$ cat src/rtl/clock_alarm_counter.sv
// clock_alarm_counter: BCD time-of-day and alarm registers for the 7-segment mux.
// A prescaler turns clk into a 1 s tick. Adjust pulses edit either the clock time
// or the alarm time. A small FSM drives alarm_ring for a limited number of seconds.
//
// Ring FSM states
//   state       | meaning
//   RING_IDLE   | alarm silent, waiting for a tick-driven match
//   RING_ACTIVE | alarm_ring high, ring_cnt counts the remaining seconds
module clock_alarm_counter #(
    parameter int TICK_DIV  = 100_000_000,
    parameter int RING_SECS = 30
) (
    input  logic        clk,
    input  logic        rst,
    input  logic        set_mode,
    input  logic        alarm_sel,
    input  logic        inc_hour,
    input  logic        inc_min,
    input  logic        clr_sec,
    input  logic        alarm_en,
    input  logic        alarm_stop,
    output logic [47:0] counter,
    output logic        sec_tick,
    output logic        alarm_ring
);
    localparam int PW = $clog2(TICK_DIV);
    localparam int RW = (RING_SECS < 1) ? 1 : $clog2(RING_SECS + 1);

    typedef enum logic {RING_IDLE, RING_ACTIVE} ring_state_t;

    logic [PW-1:0] psc;
    logic [3:0]    t_ht, t_ho, t_mt, t_mo, t_st, t_so;
    logic [3:0]    a_ht, a_ho, a_mt, a_mo, a_st, a_so;
    logic [3:0]    n_ht, n_ho, n_mt, n_mo, n_st, n_so;
    logic [3:0]    na_ht, na_ho, na_mt, na_mo, na_st, na_so;
    logic [RW-1:0] ring_cnt, ring_cnt_n;
    ring_state_t   ring_state, ring_state_n;
    logic          hold, edit_alarm, tick_now, match;

    function automatic logic [7:0] hour_inc(input logic [3:0] t, input logic [3:0] o);
        if (t == 4'd2 && o == 4'd3) return 8'h00;
        else if (o == 4'd9)         return {t + 4'd1, 4'd0};
        else                        return {t, o + 4'd1};
    endfunction

    // Shared by minutes and seconds: 00..59 wrap, no carry out.
    function automatic logic [7:0] sixty_inc(input logic [3:0] t, input logic [3:0] o);
        if (o != 4'd9)      return {t, o + 4'd1};
        else if (t == 4'd5) return 8'h00;
        else                return {t + 4'd1, 4'd0};
    endfunction

    // Clock-time edits freeze the prescaler, so edits and ticks never collide.
    assign hold       = set_mode & ~alarm_sel;
    assign edit_alarm = set_mode & alarm_sel;
    assign tick_now   = ~hold && (psc == PW'(TICK_DIV - 1));

    // sec_tick high means the time registers were just advanced, so this compares the post-tick time.
    assign match = sec_tick && alarm_en &&
                   ({t_ht, t_ho, t_mt, t_mo, t_st, t_so} == {a_ht, a_ho, a_mt, a_mo, a_st, a_so});

    // Next clock time: manual edits while held, BCD carry chain on a tick.
    always_comb begin
        {n_ht, n_ho, n_mt, n_mo, n_st, n_so} = {t_ht, t_ho, t_mt, t_mo, t_st, t_so};
        if (hold) begin
            if (inc_hour) {n_ht, n_ho} = hour_inc(t_ht, t_ho);
            if (inc_min)  {n_mt, n_mo} = sixty_inc(t_mt, t_mo);
            if (clr_sec)  {n_st, n_so} = 8'h00;
        end else if (tick_now) begin
            {n_st, n_so} = sixty_inc(t_st, t_so);
            if (t_st == 4'd5 && t_so == 4'd9) begin
                {n_mt, n_mo} = sixty_inc(t_mt, t_mo);
                if (t_mt == 4'd5 && t_mo == 4'd9) {n_ht, n_ho} = hour_inc(t_ht, t_ho);
            end
        end
    end

    // Next alarm time: edits only, independent of the running clock.
    always_comb begin
        {na_ht, na_ho, na_mt, na_mo, na_st, na_so} = {a_ht, a_ho, a_mt, a_mo, a_st, a_so};
        if (edit_alarm) begin
            if (inc_hour) {na_ht, na_ho} = hour_inc(a_ht, a_ho);
            if (inc_min)  {na_mt, na_mo} = sixty_inc(a_mt, a_mo);
            if (clr_sec)  {na_st, na_so} = 8'h00;
        end
    end

    // Prescaler, tick pulse and time/alarm registers.
    always_ff @(posedge clk) begin
        if (rst) begin
            psc      <= '0;
            sec_tick <= 1'b0;
            {t_ht, t_ho, t_mt, t_mo, t_st, t_so} <= '0;
            {a_ht, a_ho, a_mt, a_mo, a_st, a_so} <= '0;
        end else begin
            // A clock-target clr_sec always happens under hold, which already zeroes the prescaler.
            if (hold || tick_now) psc <= '0;
            else                  psc <= psc + PW'(1);
            sec_tick <= tick_now;
            {t_ht, t_ho, t_mt, t_mo, t_st, t_so} <= {n_ht, n_ho, n_mt, n_mo, n_st, n_so};
            {a_ht, a_ho, a_mt, a_mo, a_st, a_so} <= {na_ht, na_ho, na_mt, na_mo, na_st, na_so};
        end
    end

    // Ring FSM state register.
    always_ff @(posedge clk) begin
        if (rst) begin
            ring_state <= RING_IDLE;
            ring_cnt   <= '0;
        end else begin
            ring_state <= ring_state_n;
            ring_cnt   <= ring_cnt_n;
        end
    end

    // Ring FSM next state: stop/disable beats a match, a match beats the countdown.
    always_comb begin
        ring_state_n = ring_state;
        ring_cnt_n   = ring_cnt;
        case (ring_state)
            RING_IDLE: begin
                if (match && !alarm_stop) begin
                    ring_state_n = RING_ACTIVE;
                    ring_cnt_n   = RW'(RING_SECS);
                end
            end
            RING_ACTIVE: begin
                if (alarm_stop || !alarm_en) begin
                    ring_state_n = RING_IDLE;
                    ring_cnt_n   = '0;
                end else if (match) begin
                    ring_cnt_n = RW'(RING_SECS);
                end else if (tick_now) begin
                    if (ring_cnt <= RW'(1)) begin
                        ring_state_n = RING_IDLE;
                        ring_cnt_n   = '0;
                    end else begin
                        ring_cnt_n = ring_cnt - RW'(1);
                    end
                end
            end
            default: begin
                ring_state_n = RING_IDLE;
                ring_cnt_n   = '0;
            end
        endcase
    end

    assign alarm_ring = (ring_state == RING_ACTIVE);
    assign counter    = {a_ht, a_ho, a_mt, a_mo, a_st, a_so, t_ht, t_ho, t_mt, t_mo, t_st, t_so};

endmodule

$ cat config.mk
export PLATFORM = sky130hd
export DESIGN_NAME = clock_alarm_counter
export DESIGN_NICKNAME = d
export VERILOG_FILES = /design/src/rtl/clock_alarm_counter.sv
export SDC_FILE = /design/constraint.sdc
export NUM_CORES = 1
export LEC_CHECK = 0
export BUFFER_PORTS_ARGS = -buffer_cell sky130_fd_sc_hd__buf_2
export CORE_ASPECT_RATIO = 0.6
export CORE_MARGIN = 2
export CORE_UTILIZATION = 60
export CTS_CLUSTER_SIZE = 24
export DETAILED_ROUTE_END_ITERATION = 7
export PLACE_DENSITY = 0.89
export SLEW_MARGIN = 40
export SYNTH_ARGS = -nofsm -noshare
export SYNTH_HDL_FRONTEND = slang
export SYNTH_SLANG_ARGS = --single-unit
$ cat constraint.sdc
create_clock -name clk -period 6.44 [get_ports clk]
set_input_delay 0.644 -clock clk [delete_from_list [all_inputs] [get_ports clk]]
set_output_delay 0.644 -clock clk [all_outputs]
set_load 0.01 [all_outputs]
==> results of run 1 <==
==> metal layers <==
layer,part of all wire,GRT usage,vias to the layer above
met3,0.068,0.0705,7
met2,0.44,0.390,116
met1,0.48,0.376,1603
met5,0,0,-
met4,0.0090,0.0817,0
li1,-,-,1674
==> power by group <==
group / total (mW) / internal, mW / switching [mW]
sequential: 0.466 / 0.461 / 0.00558
clock: 0.399 / 0.219 / 0.179
combinational: 0.0387 / 0.0130 / 0.0257
total: 0.904 / 0.693 / 0.211
==> synth_stat cells, types with 4 or more instances <==
library cell and count:
inv_1 20, o221a_2 4, a31oi_1 5, xnor2_1 25
and3_1 6, buf_4 9, nor2b_1 5, xor2_1 30
dfxtp_1 74, nand3_1 21, nor3_1 9, ha_1 17
nand2b_1 5, nand2_1 26, clkbuf_1 10, nor2_1 60
and4_1 4, and2_1 6, a21oi_1 24, nand4_1 18
o21ai_0 17, nor4_1 10, or3_1 12
==> critical path, cell delays in order, from the launching register on <==
cell and delay, ps:
dfxtp_1 470, ha_1 190, nand2_1 90, nor4_1 480, and3_1 290, a31oi_2 260
or4_1 560, a31oi_1 160
==> logic make-up after synthesis <==
kind of cell               synth area share
AOI/OAI and AO/OA                    0.0949
xor gates and xnor gates              0.123
muxes                                0.0105
and+or+nand+nor                       0.291
buffers and inverters                0.0484
DFF                                   0.377
other                              0.000954
adders and majority gates            0.0541
==> final cells by class <==
type,instances,share of cell area
Tap cell,84,0.0238
Timing Repair Buffer,50,0.0566
Clock buffer,10,0.0289
Multi-Input combinational cell,350,0.518
Sequential cell,74,0.335
Inverter,20,0.0170
Clock inverter,6,0.0207
==> path summary, 6_finish.rpt <==
kind	from	slack, ps	cells after the start	to
max	t_so[0]	3850	7	t_ht[3]
min	alarm_stop	500	2	alarm_ring
max reg2reg	t_so[0]	3850	7	t_ht[3]
min reg2reg	psc[0]	500	1	psc[0]
==> metrics by stage <==
step                total power [mW]  std cells  instance area, µm²   util
global route                   0.933        594                4420  0.711
finish                         0.904        594                4420  0.711
CTS                            0.910        594                4420  0.711
floorplan                      0.506        465                3960      -
global placement               0.514        578                4200  0.674
detailed placement             0.515        578                4200  0.675
==> flow_summary.json, run 1 <==
{
  "status": "completed",
  "grt_max_degree": 40,
  "reg_top3": "psc (27), ring_cnt (5)",
  "top_register": "psc",
  "die-area_mm2": 0.00723,
  "netlist_instances": 458,
  "rows": 22,
  "cts_setup_buffers": 0,
  "worstSkewPairLatency_ps": 360,
  "startpoint_type": "register",
  "clock-sinks": 74,
  "crit_type": "reg -> reg",
  "syn_area_mm2": 0.00393,
  "cts_max_path_buffers": 2,
  "multiInputGateArea_mm2": 0.00229,
  "largest_reg_flops": 27,
  "worstMarginPinSlew_ps": 802,
  "gp_congestion": 0.818,
  "initial_core_util": 0.632,
  "synth_seq_cells": 74,
  "synth.largest_area_cell": "dfxtp_1",
  "grt_use_total": 0.265,
  "nets": 531,
  "max_freq_mhz": 387,
  "cts_tree": "built",
  "root_buffer": "clkbuf_8",
  "die_w_um": 108,
  "synthFlopType": "dfxtp_1",
  "layout_setup_ws_ps": 3850,
  "area_growth_pct": 12.5,
  "numCtsBuffers": 9,
  "numPortBuffers": 50,
  "num-fill-cells": 484,
  "vias": 3400,
  "rsz0062_at_grt": "no",
  "ir_drop_mv": 0.238,
  "postRouteAntennaNets": 0,
  "final-seq-area_mm2": 0.00148,
  "antenna_found_initial": 0,
  "drcViolationCount": 0,
  "diodes": 0,
  "grt_overflow_total": 0,
  "drive_gt1_frac": 0.159,
  "async_reset_ff_frac": 0,
  "required_ps": 6730,
  "place_ws_ps": 3850,
  "fin_skew_ps": 10.2,
  "final_common_cell": "dfxtp_1",
  "die-height_um": 66.7,
  "final_cell_mix": "74 x dfxtp_1, 60 x nor2_1, 50 x buf_2, 30 x xor2_1, 26 x nand2_1",
  "io_pins": 59,
  "core_area_mm2": 0.00622,
  "yosys_warnings": 0,
  "hold_buffers": 0,
  "hpwl_mm": 6.49,
  "path_max_fanout": 16,
  "grt_pass1_vias": 2993,
  "cp-end-kind": "register",
  "maxSlewViolCount": 0,
  "vias_per_cell": 5.72,
  "synthDominantCellAreaShare": 0.377,
  "synth-edff-count": 0,
  "setup_tns_ps": 0,
  "htree_levels": 3,
  "grt_pass1_wl_mm": 14.7,
  "min_period_ps": 2590,
  "cellPowerDensity_mw_per_mm2": 204,
  "hold_viol_final": 0,
  "setup_viol": 0,
  "synth_seq_area_share": 0.377,
  "cts_resized": 0,
  "p_leak_nw": 1.75,
  "synth.distinct_cells": 52,
  "avgRoutedWirePerCell_um": 15.0,
  "fin_hold_ws_ps": 498,
  "worstHoldPathType": "in -> reg",
  "first_iter_violations": 287,
  "cp.arrival_ps": 2870,
  "maxSlewHeadroom": 0.465,
  "path_clk_slew_ps": 80,
  "drt-pass1-iter-count": 4,
  "syn_area_per_cell_um2": 8.58,
  "ys_top_cells_by_area": "dfxtp_1 38%, xor2_1 6.7%, nor2_1 5.7%",
  "cap_violations": 0,
  "wl_mm": 8.91,
  "fin_crit_sh": 0.401
}
(Power assumes the default switching activity.)
==> inputs of run 2 (changes only) <==
--- a/config.mk
+++ b/config.mk
@@ -8,10 +8,10 @@
 export BUFFER_PORTS_ARGS = -buffer_cell sky130_fd_sc_hd__buf_2
 export CORE_ASPECT_RATIO = 0.6
 export CORE_MARGIN = 2
-export CORE_UTILIZATION = 60
+export CORE_UTILIZATION = 57
 export CTS_CLUSTER_SIZE = 24
 export DETAILED_ROUTE_END_ITERATION = 7
-export PLACE_DENSITY = 0.89
+export PLACE_DENSITY = 0.86
 export SLEW_MARGIN = 40
 export SYNTH_ARGS = -nofsm -noshare
 export SYNTH_HDL_FRONTEND = slang
==> constraint.sdc (replaced) <==
create_clock -name clk -period 2.39 [get_ports clk]
set_input_delay 0.239 -clock clk [delete_from_list [all_inputs] [get_ports clk]]
set_output_delay 0.239 -clock clk [all_outputs]
set_load 0.01 [all_outputs]
==> flow_summary.json, run 2 (synthesized netlist as in run 1, its figures left out) <==
{
  "worstHoldPathType": "in -> reg",
  "avgRoutedWirePerCell_um": 15.2,
  "core_area_mm2": 0.00668,
  "numCtsBuffers": 9,
  "die-area_mm2": 0.00759,
  "largest_reg_flops": 27,
  "hpwl_mm": 6.52,
  "wl_mm": 9.30,
  "cts_max_path_buffers": 2,
  "fin_hold_ws_ps": 120,
  "final_cells": 612,
  "rsz0062_at_grt": "yes",
  "gp_congestion": 0.890,
  "grt_max_degree": 28,
  "postRouteAntennaNets": 0,
  "grt_use_total": 0.244,
  "top_register": "psc",
  "worstMarginPinSlew_ps": 779,
  "final_common_cell": "dfxtp_1",
  "vias": 3476,
  "vias_per_cell": 5.68,
  "first_iter_violations": 237,
  "layout_setup_ws_ps": 142,
  "drt-pass1-iter-count": 5,
  "die_w_um": 111,
  "diodes": 0,
  "nets": 546,
  "htree_levels": 3,
  "dp.cells": 595,
  "numPortBuffers": 50,
  "die-height_um": 68.3,
  "fin_crit_sh": 0.941,
  "area_growth_pct": 19.0,
  "fin_skew_ps": 4.97,
  "initial_core_util": 0.588,
  "ir_drop_mv": 0.589,
  "io_pins": 59,
  "cp.arrival_ps": 2520,
  "setup_tns_ps": 0,
  "maxSlewViolCount": 0,
  "rows": 23,
  "place_ws_ps": 188,
  "drcViolationCount": 0,
  "grt_pass1_vias": 2974,
  "path_clk_slew_ps": 60,
  "cellPowerDensity_mw_per_mm2": 633,
  "status": "completed",
  "root_buffer": "clkbuf_16",
  "setup_viol": 0,
  "required_ps": 2660,
  "drive_gt1_frac": 0.189,
  "hp-start": "alarm_stop",
  "final_cell_mix": "73 x dfxtp_1, 60 x nor2_1, 50 x buf_2, 30 x xor2_1, 26 x nand2_1",
  "max_freq_mhz": 445,
  "worstSkewPairLatency_ps": 340,
  "startpoint_type": "register",
  "hold_viol_final": 0,
  "cp-end-kind": "register",
  "p_leak_nw": 1.89,
  "rr_startpoint": "psc[20]",
  "cap_violations": 0,
  "grt_pass1_wl_mm": 14.5,
  "clock-sinks": 74,
  "maxSlewHeadroom": 0.476,
  "cts_tree": "built",
  "cp-startpoint": "psc[20]",
  "grt_overflow_total": 0,
  "crit_type": "reg -> reg",
  "reg_top3": "psc (27), ring_cnt (5)",
  "power.total_mw": 2.96,
  "antenna_found_initial": 0,
  "min_period_ps": 2250,
  "num-fill-cells": 506,
  "path_max_fanout": 6
}
-- run 2: layout make-up --
type,count,area [µm²],area share
Clock buffer,11,253,0.0540
Clock inverter,5,100,0.0214
Inverter,20,75.1,0.0161
Multi-Input combinational cell,350,2290,0.491
Sequential cell,74,1480,0.317
Tap cell,87,109,0.0233
Timing Repair Buffer,65,363,0.0776
-- run 2: worst paths after layout --
check | endpoint | slack, ps | cells past startpoint
worst min register to register | psc[23] | 520 | 2
worst max-delay path | t_mt[2] | 140 | 7
worst max register to register | t_mt[2] | 140 | 7
worst min-delay path | alarm_ring | 120 | 2
-- run 2: metrics by stage --
step,instance area (µm²),utilization
final,4680,0.701
after global routing,4680,0.701
after CTS,4660,0.698
after detailed placement,4300,0.645
after global placement,4300,0.645
after floorplan,3960,-
-- run 2: repair_timing --
action | CTS | global route
hold buffers | 0 | 0
gates resized for setup | 0 | 4
setup endpoints to repair | 0 | 8
buffers inserted | 0 | 1
-- run 2: critical path, stage by stage, from the launching register on --
cell and delay [ps]:
dfxtp_1 390, and4_1 280, nand4_1 190, buf_4 200, nor4b_4 440, o21ai_1 180
or3b_1 380, a21oi_1 120
-- run 2: layer usage --
layer  part of all wire  track usage
met1               0.48        0.343
met3              0.078       0.0717
met2               0.42        0.355
met4              0.014       0.0957
met5                  0            0
-- run 2: report_power, final --
group / switching (mW) / internal (mW) / leakage (nW)
logic: 0.0731 / 0.0415 / 1.11
registers: 0.0149 / 1.24 / 0.597
clock network: 0.517 / 1.07 / 0.176
==> inputs of run 3 (changes only) <==
--- a/config.mk
+++ b/config.mk
@@ -9,9 +9,10 @@
 export CORE_ASPECT_RATIO = 0.6
 export CORE_MARGIN = 2
 export CORE_UTILIZATION = 57
+export CTS_CLUSTER_DIAMETER = 150
 export CTS_CLUSTER_SIZE = 24
 export DETAILED_ROUTE_END_ITERATION = 7
-export PLACE_DENSITY = 0.86
+export PLACE_DENSITY = 0.78
 export SLEW_MARGIN = 40
 export SYNTH_ARGS = -nofsm -noshare
 export SYNTH_HDL_FRONTEND = slang
==> flow_summary.json, run 3 (synthesized netlist as in run 1, its figures left out) <==
{
  "vias_per_cell": 5.60,
  "required_ps": 2660,
  "ir_drop_mv": 0.502,
  "gp_congestion": 0.843,
  "postRouteAntennaNets": 0,
  "area_growth_pct": 18.8,
  "numPortBuffers": 50,
  "vias": 3451,
  "clkPwrFrac": 0.492,
  "io_pins": 59,
  "p_int_mw": 2.10,
  "grt_use_total": 0.251,
  "clock-sinks": 74,
  "place_ws_ps": 160,
  "grt_pass1_wl_mm": 15.2,
  "wl_mm": 9.35,
  "numCtsBuffers": 9,
  "avgRoutedWirePerCell_um": 15.2,
  "final_common_cell": "dfxtp_1",
  "fin_skew_ps": 5.94,
  "path_max_fanout": 6,
  "path_clk_slew_ps": 60,
  "max_freq_mhz": 440,
  "rows": 23,
  "top_register": "psc",
  "p_leak_nw": 1.87,
  "worstHoldPathType": "in -> reg",
  "drt-pass1-iter-count": 5,
  "slowest_stage": "nor4b_4",
  "die-height_um": 68.3,
  "grt_max_degree": 28,
  "slowest_delay_ps": 410,
  "worstMarginPinSlew_ps": 615,
  "final_core_util": 0.699,
  "pwr-share-seq": 0.463,
  "min_period_ps": 2270,
  "num-fill-cells": 555,
  "nets": 550,
  "startpoint_type": "register",
  "maxSlewViolCount": 0,
  "htree_levels": 3,
  "status": "completed",
  "hpwl_mm": 6.68,
  "core_area_mm2": 0.00668,
  "cp-end-kind": "register",
  "cellPowerDensity_mw_per_mm2": 581,
  "reg_top3": "psc (27), ring_cnt (5)",
  "power_frac_comb": 0.044,
  "dp.cells": 596,
  "final_cell_mix": "74 x dfxtp_1, 60 x nor2_1, 50 x buf_2, 30 x xor2_1, 26 x nand2_1",
  "antenna_found_initial": 0,
  "grt_overflow_total": 0,
  "setup_viol": 0,
  "first_iter_violations": 226,
  "hold_viol_final": 0,
  "crit_type": "reg -> reg",
  "hold_buffers": 0,
  "crit_chain": "ha_1 -> and3_1 -> nand4_1 -> buf_4 -> nor4b_4 -> o21ai_2 -> or3_1 -> a31oi_1",
  "largest_reg_flops": 27,
  "cts_max_path_buffers": 2,
  "cap_violations": 0,
  "cts_tree": "built",
  "swShare": 0.227,
  "worstSkewPairLatency_ps": 340,
  "root_buffer": "clkbuf_16",
  "final_cells": 616,
  "fin_crit_sh": 0.951,
  "die_w_um": 111,
  "drive_gt1_frac": 0.197,
  "drcViolationCount": 0,
  "initial_core_util": 0.588,
  "diodes": 0,
  "netSwitchingPower_mw": 0.616,
  "maxSlewHeadroom": 0.586,
  "grt_pass1_vias": 3125,
  "cp.arrival_ps": 2540,
  "die-area_mm2": 0.00759,
  "layout_setup_ws_ps": 118
}
[run 3: cell count changes in the layout (fill, tap and decap cells not counted), moves of 2 or more]
cell        before  now
clkinvlp_4       0    2
buf_4           15   19
bufinv_16        3    1
clkbuf_8         2    0
clkinv_4         0    2
[run 3: area by class of cell]
class	count	area [µm²]	area share
multi-input cells	350	2310	0.495
flip-flops and latches	74	1480	0.318
repair buffers	69	393	0.0842
clock buffers	10	229	0.0491
well taps	87	109	0.0233
inverters	20	75.1	0.0161
clock inverters	6	67.6	0.0145
[run 3: power groups by stage]
stage	registers (mW)	clock network, mW	logic [mW]
final	1.26	1.34	0.120
after floorplan	1.29	0	0.0786
after CTS	1.26	1.35	0.117
after global routing	1.26	1.42	0.133
after global placement	1.28	0	0.114
after detailed placement	1.28	0	0.117
[run 3: worst paths after layout]
path / start / end / slack, ps / depth (start not counted)
min reg2reg: psc[23] / psc[23] / 520 / 2
max reg2reg: psc[1] / t_mo[3] / 120 / 8
max: psc[1] / t_mo[3] / 120 / 8
min: alarm_stop / alarm_ring / 110 / 2
[run 3: routing by layer]
layer | GRT usage | part of all wire
met5 | 0 | 0
met4 | 0.0679 | 0.0088
met3 | 0.0815 | 0.063
met2 | 0.354 | 0.41
met1 | 0.365 | 0.51
[run 3: critical path, delay by kind of cell (launching register included)]
family	cells	cell delay (ps)
simple gates	4	1120
flops	1	380
compound gates	2	320
buf+inv	1	200
fa+ha+maj	1	190
[run 3: stage by stage]
stage	TNS (ps)	hold WS [ps]	area, µm²	power [mW]
finish	0	110	4670	2.71
global route	-33.6	123	4670	2.81
CTS	0	100	4610	2.73
detailed placement	0	456	4310	1.40
global placement	0	454	4310	1.40
floorplan	0	329	3960	1.36
[run 3: timing repair]
item | CTS | global route
setup endpoints to repair | 0 | 13
buffers inserted | 0 | 4
gates resized for setup | 0 | 5
